==> config.mk <==
export PLATFORM = sky130hd
export DESIGN_NAME = deparser_rule_cfg_arbiter
export DESIGN_NICKNAME = d
export VERILOG_FILES = /design/src/rtl/deparser_rule_cfg_arbiter.sv
export SDC_FILE = /design/constraint.sdc
export NUM_CORES = 1
export LEC_CHECK = 0
export CAP_MARGIN = 20
export CORE_MARGIN = 4
export CORE_UTILIZATION = 36
export CTS_CLUSTER_DIAMETER = 80
export CTS_CLUSTER_SIZE = 10
export DETAILED_ROUTE_END_ITERATION = 10
export HOLD_SLACK_MARGIN = 0.15
export PLACE_DENSITY_LB_ADDON = 0.08
export SLEW_MARGIN = 20
export SYNTH_ARGS = -nofsm -noshare
export SYNTH_HDL_FRONTEND = slang
export SYNTH_SLANG_ARGS = --single-unit
==> constraint.sdc <==
create_clock -name i_clk -period 4.65 [get_ports i_clk]
set_input_delay 0.465 -clock i_clk [delete_from_list [all_inputs] [get_ports i_clk]]
set_output_delay 0.465 -clock i_clk [all_outputs]
set_load 0.01 [all_outputs]
==> src/rtl/deparser_rule_cfg_arbiter.sv <==
// Round-robin arbiter sharing one rule-configuration path between the host register
// port (read/write) and the table loader (write-only), fanned out to the deparser layers.
module deparser_rule_cfg_arbiter #(
   parameter int LAYER_NUM  = 4,
   parameter int LSEL_LSB   = 24,
   parameter int RD_TIMEOUT = 16
) (
   input  logic                   i_clk,
   input  logic                   i_rst,
   input  logic                   i_host_req,
   input  logic                   i_host_we,
   input  logic [31:0]            i_host_addr,
   input  logic [31:0]            i_host_wdata,
   output logic                   o_host_gnt,
   output logic                   o_host_rvalid,
   output logic [31:0]            o_host_rdata,
   output logic                   o_host_err,
   input  logic                   i_ld_req,
   input  logic [31:0]            i_ld_addr,
   input  logic [31:0]            i_ld_wdata,
   output logic                   o_ld_gnt,
   output logic                   o_ld_err,
   output logic [LAYER_NUM-1:0]   o_rule_wren,
   output logic [LAYER_NUM-1:0]   o_rule_rden,
   output logic [31:0]            o_rule_addr,
   output logic [31:0]            o_rule_wdata,
   input  logic [LAYER_NUM-1:0]   i_rule_rdata_valid,
   input  logic [LAYER_NUM*32-1:0] i_rule_rdata,
   output logic                   o_busy,
   output logic [15:0]            o_err_cnt
);

   localparam int CNT_W = (RD_TIMEOUT > 2) ? $clog2(RD_TIMEOUT) : 1;
   localparam logic [CNT_W-1:0] CNT_LAST = CNT_W'(RD_TIMEOUT - 2);
   localparam int PAD_W = 16 * 32;

   typedef enum logic [1:0] {IDLE, ISSUE, RD_WAIT} state_t;

   state_t            state, state_n;
   logic              prio_ld, prio_ld_n;
   logic              cur_ld, cur_ld_n;
   logic              cur_we, cur_we_n;
   logic              cur_ok, cur_ok_n;
   logic [3:0]        cur_layer, cur_layer_n;
   logic [CNT_W-1:0]  cnt, cnt_n;
   logic              rsp_valid;
   logic [31:0]       rsp_data;

   logic              sel_ld;
   logic [31:0]       sel_addr;
   logic [31:0]       sel_wdata;
   logic [3:0]        sel_layer;
   logic              sel_ok;
   logic [15:0]       strobe16;
   logic [15:0]       valid_pad;
   logic [PAD_W-1:0]  rdata_pad;
   logic              lane_valid;
   logic [31:0]       lane_data;

   logic [LAYER_NUM-1:0] wren_n, rden_n;
   logic [31:0]       rule_addr_n, rule_wdata_n;
   logic              host_gnt_n, ld_gnt_n, host_err_n, ld_err_n;
   logic              cap_valid_n, timeout_n;
   logic [31:0]       cap_data_n;
   logic [16:0]       err_sum;
   logic [15:0]       err_cnt_n;
   logic              unused_bits;

   assign unused_bits = ^{sel_addr, strobe16};

   // Arbitration, layer decode and the transaction sequencer; every result is a
   // next-value that the register process below turns into an output.
   always_comb begin
      sel_ld       = i_ld_req & (~i_host_req | prio_ld);
      sel_addr     = sel_ld ? i_ld_addr : i_host_addr;
      sel_wdata    = sel_ld ? i_ld_wdata : i_host_wdata;
      sel_layer    = sel_addr[LSEL_LSB +: 4];
      sel_ok       = ({28'd0, sel_layer} < 32'(LAYER_NUM));
      strobe16     = 16'd1 << sel_layer;
      valid_pad    = 16'(i_rule_rdata_valid);
      rdata_pad    = PAD_W'(i_rule_rdata);
      lane_valid   = valid_pad[cur_layer];
      lane_data    = rdata_pad[{cur_layer, 5'd0} +: 32];

      state_n      = state;
      prio_ld_n    = prio_ld;
      cur_ld_n     = cur_ld;
      cur_we_n     = cur_we;
      cur_ok_n     = cur_ok;
      cur_layer_n  = cur_layer;
      cnt_n        = cnt;
      wren_n       = '0;
      rden_n       = '0;
      rule_addr_n  = o_rule_addr;
      rule_wdata_n = o_rule_wdata;
      host_gnt_n   = 1'b0;
      ld_gnt_n     = 1'b0;
      host_err_n   = 1'b0;
      ld_err_n     = 1'b0;
      cap_valid_n  = 1'b0;
      cap_data_n   = '0;
      timeout_n    = 1'b0;

      case (state)
         IDLE: begin
            if (i_host_req || i_ld_req) begin
               prio_ld_n    = ~sel_ld;
               cur_ld_n     = sel_ld;
               cur_we_n     = sel_ld | i_host_we;
               cur_ok_n     = sel_ok;
               cur_layer_n  = sel_layer;
               rule_addr_n  = 32'(sel_addr[LSEL_LSB-1:0]);
               rule_wdata_n = sel_wdata;
               host_gnt_n   = ~sel_ld;
               ld_gnt_n     = sel_ld;
               if (sel_ok) begin
                  if (sel_ld | i_host_we) wren_n = strobe16[LAYER_NUM-1:0];
                  else                    rden_n = strobe16[LAYER_NUM-1:0];
               end
               state_n = ISSUE;
            end
         end
         ISSUE: begin
            state_n = IDLE;
            if (!cur_ok) begin
               host_err_n = ~cur_ld;
               ld_err_n   = cur_ld;
            end else if (!cur_we) begin
               if (lane_valid) begin
                  cap_valid_n = 1'b1;
                  cap_data_n  = lane_data;
               end else begin
                  cnt_n   = '0;
                  state_n = RD_WAIT;
               end
            end
         end
         RD_WAIT: begin
            // A late valid on the final waiting cycle still beats the timeout.
            if (lane_valid) begin
               cap_valid_n = 1'b1;
               cap_data_n  = lane_data;
               state_n     = IDLE;
            end else if (cnt == CNT_LAST) begin
               host_err_n = 1'b1;
               timeout_n  = 1'b1;
               state_n    = IDLE;
            end else begin
               cnt_n = cnt + 1'b1;
            end
         end
         default: state_n = IDLE;
      endcase

      err_sum   = 17'(o_err_cnt) + 17'(host_err_n) + 17'(ld_err_n);
      err_cnt_n = err_sum[16] ? 16'hFFFF : err_sum[15:0];
   end

   // Read data passes through one capture stage before reaching the host port.
   always_ff @(posedge i_clk or posedge i_rst) begin
      if (i_rst) begin
         state         <= IDLE;
         prio_ld       <= 1'b0;
         cur_ld        <= 1'b0;
         cur_we        <= 1'b0;
         cur_ok        <= 1'b0;
         cur_layer     <= '0;
         cnt           <= '0;
         rsp_valid     <= 1'b0;
         rsp_data      <= '0;
         o_host_gnt    <= 1'b0;
         o_host_rvalid <= 1'b0;
         o_host_rdata  <= '0;
         o_host_err    <= 1'b0;
         o_ld_gnt      <= 1'b0;
         o_ld_err      <= 1'b0;
         o_rule_wren   <= '0;
         o_rule_rden   <= '0;
         o_rule_addr   <= '0;
         o_rule_wdata  <= '0;
         o_busy        <= 1'b0;
         o_err_cnt     <= '0;
      end else begin
         state         <= state_n;
         prio_ld       <= prio_ld_n;
         cur_ld        <= cur_ld_n;
         cur_we        <= cur_we_n;
         cur_ok        <= cur_ok_n;
         cur_layer     <= cur_layer_n;
         cnt           <= cnt_n;
         rsp_valid     <= cap_valid_n;
         if (cap_valid_n) rsp_data <= cap_data_n;
         o_host_gnt    <= host_gnt_n;
         o_host_rvalid <= rsp_valid;
         if (rsp_valid)      o_host_rdata <= rsp_data;
         else if (timeout_n) o_host_rdata <= '0;
         o_host_err    <= host_err_n;
         o_ld_gnt      <= ld_gnt_n;
         o_ld_err      <= ld_err_n;
         o_rule_wren   <= wren_n;
         o_rule_rden   <= rden_n;
         o_rule_addr   <= rule_addr_n;
         o_rule_wdata  <= rule_wdata_n;
         o_busy        <= (state_n != IDLE);
         o_err_cnt     <= err_cnt_n;
      end
   end

endmodule

After elaboration in Yosys (flattened, before gate mapping)
Index checks and enable logic that the tools add are counted.
{"block": "word_totals", "register_bits": 165, "latch_bits": 0, "ram_bits": 0, "rom_bits": 0, "in_bits": 265, "out_inout_bits": 126, "elab_cells": 96, "n_memories": 0}
{"block": "op_classes", "n_addsub": 3, "multipliers": 0, "div": 0, "n_lt_le_gt_ge": 2, "n_eq_ne": 8, "n_shift": 2, "mux": 47, "n_bitwise": 6, "n_reduce_logical": 7}
{"cell": "512-bit by 10-bit variable part select with 32-bit output", "count": 1}
{"cell": "32-bit two-way mux", "count": 6}
{"cell": "32-bit one-hot mux with 2 select lines", "count": 1}
{"cell": "4-bit two-way mux", "count": 13}
{"cell": "28-bit two-way mux", "count": 1}
{"cell": "16-bit by 1-bit adder with 17-bit output", "count": 1}
{"cell": "17-bit by 1-bit adder with 17-bit output", "count": 1}
{"cell": "16-bit two-way mux", "count": 1}
{"cell": "1-bit two-way mux", "count": 14}
{"cell": "2-bit two-way mux", "count": 6}
{"cell": "2-bit != test (second input constant)", "count": 5}
{"cell": "4-bit one-hot mux with 2 select lines", "count": 1}
{"cell": "2-bit one-hot mux with 3 select lines", "count": 1}
{"cell": "6-bit AND reduction", "count": 1}
{"cell": "2-bit nonzero test", "count": 3}
{"cell": "4-bit by 5-bit < comparator with 1-bit output (second input constant)", "count": 1}
{"cell": "4-bit by 1-bit adder with 4-bit output (second input constant)", "count": 1}
{"cell": "1-bit binary-select mux with 4-bit select", "count": 1}
{"cell": "4-bit == test (second input constant)", "count": 1}
{"cell": "4-bit by 3-bit < comparator with 1-bit output (second input constant)", "count": 1}
{"cell": "1-bit one-hot mux with 2 select lines", "count": 2}
{"cell": "1-bit by 4-bit << shifter with 4-bit output (first input constant)", "count": 1}
{"cell": "1-bit NOT", "count": 3}
{"cell": "2-bit by 1-bit == test with 1-bit output (second input constant)", "count": 1}
{"cell": "6 further kinds", "count": 7}

Logic depth before layout (Yosys ltp)
Gate-level depths: netlist of run 1.
{"block": "logic_depth", "word_depth": 9, "mapped_depth": 13, "ltp_nobuf": 12}

Worst setup path after synthesis of run 1
OpenSTA, ideal clock, no wires.
{"block": "synth_timing", "kind": "register to register", "from": "register cur_layer[0]", "to": "register o_err_cnt[11]", "setup_ns": 0.077, "arrival_ns": 2.768, "required_ns": 4.573, "setup_slack_ns": 1.805, "stages_incl_launch_ff": 13, "n_path_buf": 2, "period_less_slack_ns": 2.845, "cell_sequence": "dfrtp_1 > buf_6 > mux2_4 > a22oi_2 > and2_1 > o21ai_0 > fa_1 > inv_1 > ha_1 > nand4_1 > or2_2 > clkbuf_1 > a21oi_1"}
{"block": "synth_via", "elab_chain_len": 7}
{"element": "start, declared", "line_no": "44", "text": "logic [3:0] cur_layer, cur_layer_n;"}
{"element": "start signal, assigned", "line_no": "189", "text": "cur_layer <= cur_layer_n;"}
{"element": "1-bit binary-select mux with 4-bit select", "line_no": "82", "text": "lane_valid = valid_pad[cur_layer];"}
{"element": "1-bit two-way mux (not written as such)", "line_no": "82"}
{"element": "1-bit two-way mux", "line_no": "140", "text": "if (lane_valid) begin"}
{"element": "1-bit one-hot mux with 2 select lines", "line_no": "104", "text": "case (state)"}
{"element": "16-bit by 1-bit adder with 17-bit output", "line_no": "155", "text": "err_sum = 17'(o_err_cnt) + 17'(host_err_n) + 17'(ld_err_n);"}
{"element": "17-bit by 1-bit adder with 17-bit output", "line_no": "155"}
{"element": "16-bit two-way mux", "line_no": "156", "text": "err_cnt_n = err_sum[16] ? 16'hFFFF : err_sum[15:0];"}
{"element": "via err_cnt_n[11]", "line_no": "66", "text": "logic [15:0] err_cnt_n;"}
{"element": "end signal, assigned", "line_no": "205", "text": "o_err_cnt <= err_cnt_n;"}
{"element": "end, declared", "line_no": "30", "text": "output logic [15:0] o_err_cnt"}
The timed path passes the listed nets, and every way through them passes these cells. The select of a mux whose other input is x is not followed.
A chain may end at the register's enable or synchronous reset.

Worst setup path after layout of run 1
{"block": "layout_timing", "from": "register state[0]", "to": "register o_err_cnt[13]"}
{"block": "layout_via", "elab_chain_len": 5, "word_cells_on_any_way": 7, "classes_between": "add/sub (2); eq/ne (2); mux (3)"}
{"element": "start, declared", "line_no": "39", "text": "state_t state, state_n;"}
{"element": "start signal, assigned", "line_no": "184", "text": "state <= state_n;"}
{"element": "2-bit == test or 2-bit by 1-bit == test with 1-bit output (tied branches)", "line_no": "104"}
{"element": "1-bit one-hot mux with 2 select lines", "line_no": "104"}
{"element": "16-bit by 1-bit adder with 17-bit output", "line_no": "155"}
{"element": "17-bit by 1-bit adder with 17-bit output (*)", "line_no": "155"}
{"element": "16-bit two-way mux (*)", "line_no": "156"}
{"element": "via err_cnt_n[13]", "line_no": "66"}
The timed path passes the listed nets; every way through them passes the cells marked *.

==> results_dict.tcl, run 1 <==
set metrics [dict create \
    run_status "complete, no violations" \
    power.density_cell_area_nw_per_um2 488.0 \
    cp_data_arrival_time_ns 3.51 \
    placeableCoreArea_um2 20360 \
    grt_pass1_wl_um 39130 \
    drt_wl_total_um 25130 \
    synth-async-reset-ratio 1.000 \
    groute.usage.overall 0.2111 \
    root_buffer "sky130_fd_sc_hd__clkbuf_16" \
    ctsHtreeMaxLevel 4 \
    syn_avg_cell_area_um2 12.95 \
    drcViolationCount 0 \
    globalplace.congestion 0.9220 \
    path_max_fanout 12 \
    fmax_ghz 0.3154 \
    worstSetupPathType "flop to flop" \
    io-pin-count 391 \
    cts-hold-fix-buffers 0 \
    layout_min_cycle_time_ns 3.170 \
    dp_hpwl_um 18830 \
    antenna_violating_nets_post_route 0 \
    total_die_area_um2 23210 \
    yosysTopAreaCellShare 0.5505 \
    finalHoldViolations 0 \
    drt-vias-per-instance 5.300 \
    post_route_cells_drive_above_1_share 0.1270 \
    worst_setup_path_end_kind "flop" \
    overflow 0 \
    routed_wire_length_per_instance_um 20.51 \
    synth-edff-count 0 \
    num_rows 52 \
    total_clock_buffers_created_by_cts 17 \
    count_of_buffers_added_by_post_cts_timing_repair_for_setup 0 \
    maxCapViolations 0 \
    ctsResizeCount 0 \
    cp.required_ns 4.99 \
    cts_num_sinks 165 \
    postSynthCellCount 579 \
    flops_latches_synth 165 \
    synth.yosys.seq_area_share 0.5505 \
    min-delay-path-class "flop to flop" \
    slew_headroom 0.3267 \
    fin_setup_tns_ns 0 \
    drt-pass1-iter-count 7 \
    die_width_um 152.3 \
    vdd_drop_max_v 0.0002637 \
    clock_skew_ns 0.01068 \
    layout_worst_path_cycle_share 0.6818 \
    setup_violations 0 \
    post_synth_main_area_contributors "sky130_fd_sc_hd__dfrtp_1 (55%), sky130_fd_sc_hd__mux4_2 (9.6%), sky130_fd_sc_hd__a222oi_1 (7.5%)" \
    clock_latency_ns 0.42 \
    cts.clk_slew.worst_paths_ns 0.07 \
    place.port_buffers 374 \
    die-height_um 152.3 \
    yosysWarnings 0 \
    flow.area_growth_from_synthesis_pct 61.50 \
    rsz0062_at_grt "false" \
    drt_iter0_markers 507 \
    ys_top_cells_by_count "sky130_fd_sc_hd__dfrtp_1 (165), sky130_fd_sc_hd__inv_1 (66), sky130_fd_sc_hd__a222oi_1 (56)" \
    p_leak_uw 0.005343 \
    initial_antenna_violation_count 2 \
    post_synth_cell_types 46 \
    initial_core_util 0.3683 \
    cts-root-to-sink-buffers 2 \
    synth_area_leader_cell "sky130_fd_sc_hd__dfrtp_1" \
    post_synth_instance_area_um2 7501 \
    num-nets-final 1213 \
    yosysMostFrequentCell "sky130_fd_sc_hd__dfrtp_1" \
    fillCellCount 1670 \
    hold-worst-slack_ns 0.4912 \
    setup.worst_path.start_class "flop" \
    cts_tree "yes" \
    slew_viols_final 0 \
    number_of_global_route_vias_before_repair 7000 \
    ys.flop_type "sky130_fd_sc_hd__dfrtp_1" \
    timing_worst_slew_pin_value_ns 1.008 \
    detailroute.via_count 6492 \
    largest_net_degree_at_the_start_of_global_routing 111 \
]
registers in the layout (all words and copies together), names as in the netlist, 2 cells and up:
name	count
cnt	4
o_rule_wdata	32
rsp_data	32
o_rule_wren	4
o_host_rdata	32
o_rule_addr	24
cur_layer	4
o_rule_rden	4
o_err_cnt	16
state	2
cell type report:
type / count / area, um2 / area share
sequential: 165 / 4130 / 0.3409
clock buffer: 19 / 442.9 / 0.03656
tap: 270 / 337.8 / 0.02789
multi-input combinational: 307 / 2955 / 0.2440
clock inverter: 13 / 147.6 / 0.01219
inverter: 66 / 251.5 / 0.02076
timing repair buffer: 383 / 3844 / 0.3173
antenna: 2 / 5.005 / 0.0004131
metrics by stage:
stage               area (um2)  total power, uW    util  setup slack (ns)  std cells
floorplan                 7531             3306       -             1.805        586
finish                   12110             5911  0.5949             1.480       1225
global placement         11490             4478  0.5643             1.107       1190
detailed placement       11490             4529  0.5643             1.053       1190
global route             12110             6242  0.5949             1.166       1225
CTS                      12080             5975  0.5933             1.462       1222
power by group:
part           total [uW]  switching, uW  internal [uW]
sequential           2080            259           1820
combinational        2430           1110           1320
clock                1410            592            813
final timing paths:
check	from	endpoint	slack, ns	depth (start not counted)
worst max-delay path	state[0]	o_err_cnt[13]	1.48	12
worst min register to register	rsp_data[9]	o_host_rdata[9]	0.49	1
max in group asynchronous	i_rst	o_host_rdata[5]	3.52	3
min in group asynchronous	i_rst	o_rule_wdata[31]	0.56	3
worst min-delay path	rsp_data[9]	o_host_rdata[9]	0.49	1
worst max register to register	state[0]	o_err_cnt[13]	1.48	12
cell usage in the layout, fill, tap and decap left out, types with 3 or more instances in the layout:
cell type / instances
sky130_fd_sc_hd__ha_1: 7
sky130_fd_sc_hd__clkdlybuf4s50_1: 374
sky130_fd_sc_hd__mux2_2: 37
sky130_fd_sc_hd__o21ai_0: 10
sky130_fd_sc_hd__nand2_1: 20
sky130_fd_sc_hd__mux4_2: 32
sky130_fd_sc_hd__nand2b_1: 6
sky130_fd_sc_hd__inv_6: 4
sky130_fd_sc_hd__a21oi_1: 9
sky130_fd_sc_hd__clkinvlp_4: 5
sky130_fd_sc_hd__xor2_1: 5
sky130_fd_sc_hd__mux2i_1: 5
sky130_fd_sc_hd__and4_1: 5
sky130_fd_sc_hd__a22o_1: 32
sky130_fd_sc_hd__nor2_1: 10
sky130_fd_sc_hd__nand3_1: 10
sky130_fd_sc_hd__a222oi_1: 56
sky130_fd_sc_hd__a21o_1: 3
sky130_fd_sc_hd__buf_4: 7
sky130_fd_sc_hd__and3_1: 5
sky130_fd_sc_hd__nor3_1: 10
sky130_fd_sc_hd__dfrtp_1: 164
sky130_fd_sc_hd__conb_1: 8
sky130_fd_sc_hd__nor3b_1: 3
sky130_fd_sc_hd__nand4_1: 5
sky130_fd_sc_hd__clkbuf_16: 17
sky130_fd_sc_hd__inv_1: 65
worst max-delay path: stages (launching register included):
cell	delay [ns]
sky130_fd_sc_hd__dfrtp_1	0.42
sky130_fd_sc_hd__inv_1	0.10
sky130_fd_sc_hd__ha_1	0.29
sky130_fd_sc_hd__nand4_1	0.26
sky130_fd_sc_hd__inv_1	0.15
sky130_fd_sc_hd__and2_1	0.16
sky130_fd_sc_hd__o21ai_0	0.14
sky130_fd_sc_hd__fa_1	0.46
sky130_fd_sc_hd__inv_1	0.08
sky130_fd_sc_hd__ha_1	0.28
sky130_fd_sc_hd__nand4_1	0.14
sky130_fd_sc_hd__or2_2	0.42
sky130_fd_sc_hd__a31oi_1	0.20
routing by layer:
metal	GRT usage	part of all wire	up-vias
li1	-	-	2910
met1	0.2366	0.37	3233
met2	0.3671	0.51	317
met3	0.08435	0.093	32
met4	0.07106	0.024	0
met5	0	0	-
kinds of logic (layout without fill, tap and decap cells):
kind of cell	after synthesis	after routing	share of synthesized area
DFF	165	165	0.5505
muxes	75	75	0.1603
adders and majority gates	8	8	0.01434
xor gates and xnor gates	7	7	0.008174
and+or+nand+nor	84	84	0.05955
AOI/OAI and AO/OA	125	125	0.1433
other	1	10	0.0004999
buffers and inverters	114	481	0.06339
No activity file was read; power rests on OpenSTA's default activity.
==> run 2: changes to the inputs <==
Clock period 4.65 ns to 2.88 ns, I/O delays scaled along.
==> results_dict.tcl, run 2 (synthesized netlist as in run 1, its figures left out) <==
set metrics [dict create \
    placed_cells_incl_taps 1198 \
    io-pin-count 391 \
    total_die_area_um2 23210 \
    drt-vias-per-instance 5.250 \
    cp_data_arrival_time_ns 3.06 \
    globalplace.congestion 0.9068 \
    min-delay-path-class "input pin to async pin" \
    worstSetupPathType "flop to flop" \
    clock_skew_ns 0.01475 \
    initial_antenna_violation_count 1 \
    layout_min_cycle_time_ns 2.723 \
    placeableCoreArea_um2 20360 \
    finalHoldViolations 0 \
    root_buffer "sky130_fd_sc_hd__clkbuf_16" \
    commonest_cells_after_routing_fill_and_taps_aside "sky130_fd_sc_hd__clkdlybuf4s50_1 (374), sky130_fd_sc_hd__dfrtp_1 (164), sky130_fd_sc_hd__inv_1 (65)" \
    layout_commonest_cell "sky130_fd_sc_hd__clkdlybuf4s50_1" \
    detailroute.via_count 6457 \
    cts.clk_slew.worst_paths_ns 0.06 \
    setup_violations 0 \
    maxCapViolations 0 \
    run_status "complete, no violations" \
    path_max_fanout 12 \
    largest_net_degree_at_the_start_of_global_routing 102 \
    p_leak_uw 0.005376 \
    drt-pass1-iter-count 8 \
    total_clock_buffers_created_by_cts 17 \
    dp_hpwl_um 18970 \
    worst_r2r_endpoint "o_err_cnt[13]" \
    num_rows 52 \
    cts_num_sinks 165 \
    totalPowerFinal_uw 9526 \
    layout_top_registers "o_host_rdata: 32 flops, o_rule_wdata: 32 flops, rsp_data: 32 flops" \
    cp.required_ns 3.21 \
    fmax_ghz 0.3672 \
    hold-worst-slack_ns 0.3703 \
    cts_tree "yes" \
    drt_iter0_markers 521 \
    routed_wire_length_per_instance_um 20.36 \
    timing_worst_slew_pin_value_ns 0.9892 \
    setup.worst_path.start_class "flop" \
    cts-root-to-sink-buffers 2 \
    count_of_buffers_added_by_post_cts_timing_repair_for_setup 0 \
    layout_worst_path_cycle_share 0.9455 \
    number_of_global_route_vias_before_repair 7039 \
    ctsHtreeMaxLevel 4 \
    slew_headroom 0.3390 \
    drcViolationCount 0 \
    worst_setup_path_end_kind "flop" \
    overflow 0 \
    flow.area_growth_from_synthesis_pct 61.90 \
    clock_latency_ns 0.42 \
    place.port_buffers 374 \
    die-height_um 152.3 \
    power.density_cell_area_nw_per_um2 784.4 \
    post_route_cells_drive_above_1_share 0.1335 \
    fillCellCount 1611 \
    timing.reg2reg.setup_slack_ns 0.16 \
    antenna_violating_nets_post_route 0 \
    finalNonFillerCells 1230 \
    vdd_drop_max_v 0.0004690 \
    timing.rr.start "cur_layer[0]" \
    slew_viols_final 0 \
    groute.usage.overall 0.2120 \
    grt_pass1_wl_um 39560 \
    initial_core_util 0.3683 \
    drt_wl_total_um 25040 \
    num-nets-final 1220 \
    die_width_um 152.3 \
    r2r.worst_path.cells 10 \
]
run 2: final cells by class:
class	instances	area, um2	area share
inverter	66	251.5	0.02071
timing repair buffer	390	3889	0.3202
antenna	1	2.502	0.0002061
tap	270	337.8	0.02782
multi-input combinational	307	2958	0.2436
clock buffer	17	425.4	0.03503
clock inverter	14	150.1	0.01236
sequential	165	4130	0.3401
run 2: critical path, stage by stage, from the launching register on:
cell and delay, ns:
sky130_fd_sc_hd__dfrtp_2 0.42, sky130_fd_sc_hd__mux2_4 0.33, sky130_fd_sc_hd__a22oi_2 0.18, sky130_fd_sc_hd__and2_1 0.17, sky130_fd_sc_hd__o21ai_0 0.15, sky130_fd_sc_hd__fa_1 0.47
sky130_fd_sc_hd__inv_1 0.08, sky130_fd_sc_hd__ha_1 0.18, sky130_fd_sc_hd__nand4_1 0.13, sky130_fd_sc_hd__or2_4 0.33, sky130_fd_sc_hd__a31oi_1 0.19
run 2: worst max path at each step:
stage / start / endpoint / depth (start not counted)
2_1_floorplan: cur_layer[0] / o_err_cnt[11] / 12
3_3_place_gp: i_rule_rdata_valid[2] / o_err_cnt[13] / 11
3_5_place_dp: i_rule_rdata_valid[2] / o_err_cnt[13] / 11
4_1_cts: cur_layer[0] / o_err_cnt[13] / 10
5_1_grt: cur_layer[0] / o_err_cnt[13] / 10
6_report: cur_layer[0] / o_err_cnt[13] / 10
run 2: routing by layer:
| layer | global-route usage | share of wire | up-vias |
|---|---|---|---|
| met5 | 0 | 0 | - |
| met2 | 0.3628 | 0.50 | 303 |
| met4 | 0.08433 | 0.032 | 0 |
| li1 | - | - | 2919 |
| met3 | 0.07129 | 0.080 | 42 |
| met1 | 0.2458 | 0.38 | 3193 |
run 2: per-stage QoR:
stage	utilization	setup slack [ns]	TNS [ns]	area [um2]
floorplan	-	0.03494	0	7531
global placement	0.5678	-0.1604	-0.8556	11560
detailed placement	0.5678	-0.2152	-1.164	11560
CTS	0.5961	0.04295	0	12140
global route	0.5963	-0.01624	-0.01624	12140
finish	0.5963	0.1570	0	12140
run 2: timing repair:
action | CTS | global route
resized for setup | 0 | 1
hold buffers | 0 | 0
setup endpoints to repair | 0 | 2
run 2: report_power, final:
part / internal [uW] / switching (uW)
logic: 2150 / 1770
clock network: 1280 / 958
registers: 2930 / 421
==> run 3: changes to the inputs <==
Settings changed: CTS_CLUSTER_SIZE 10 to 24.
==> results of run 3 <==
Same layout as run 2: the final DEF is identical, and so are final timing and power.
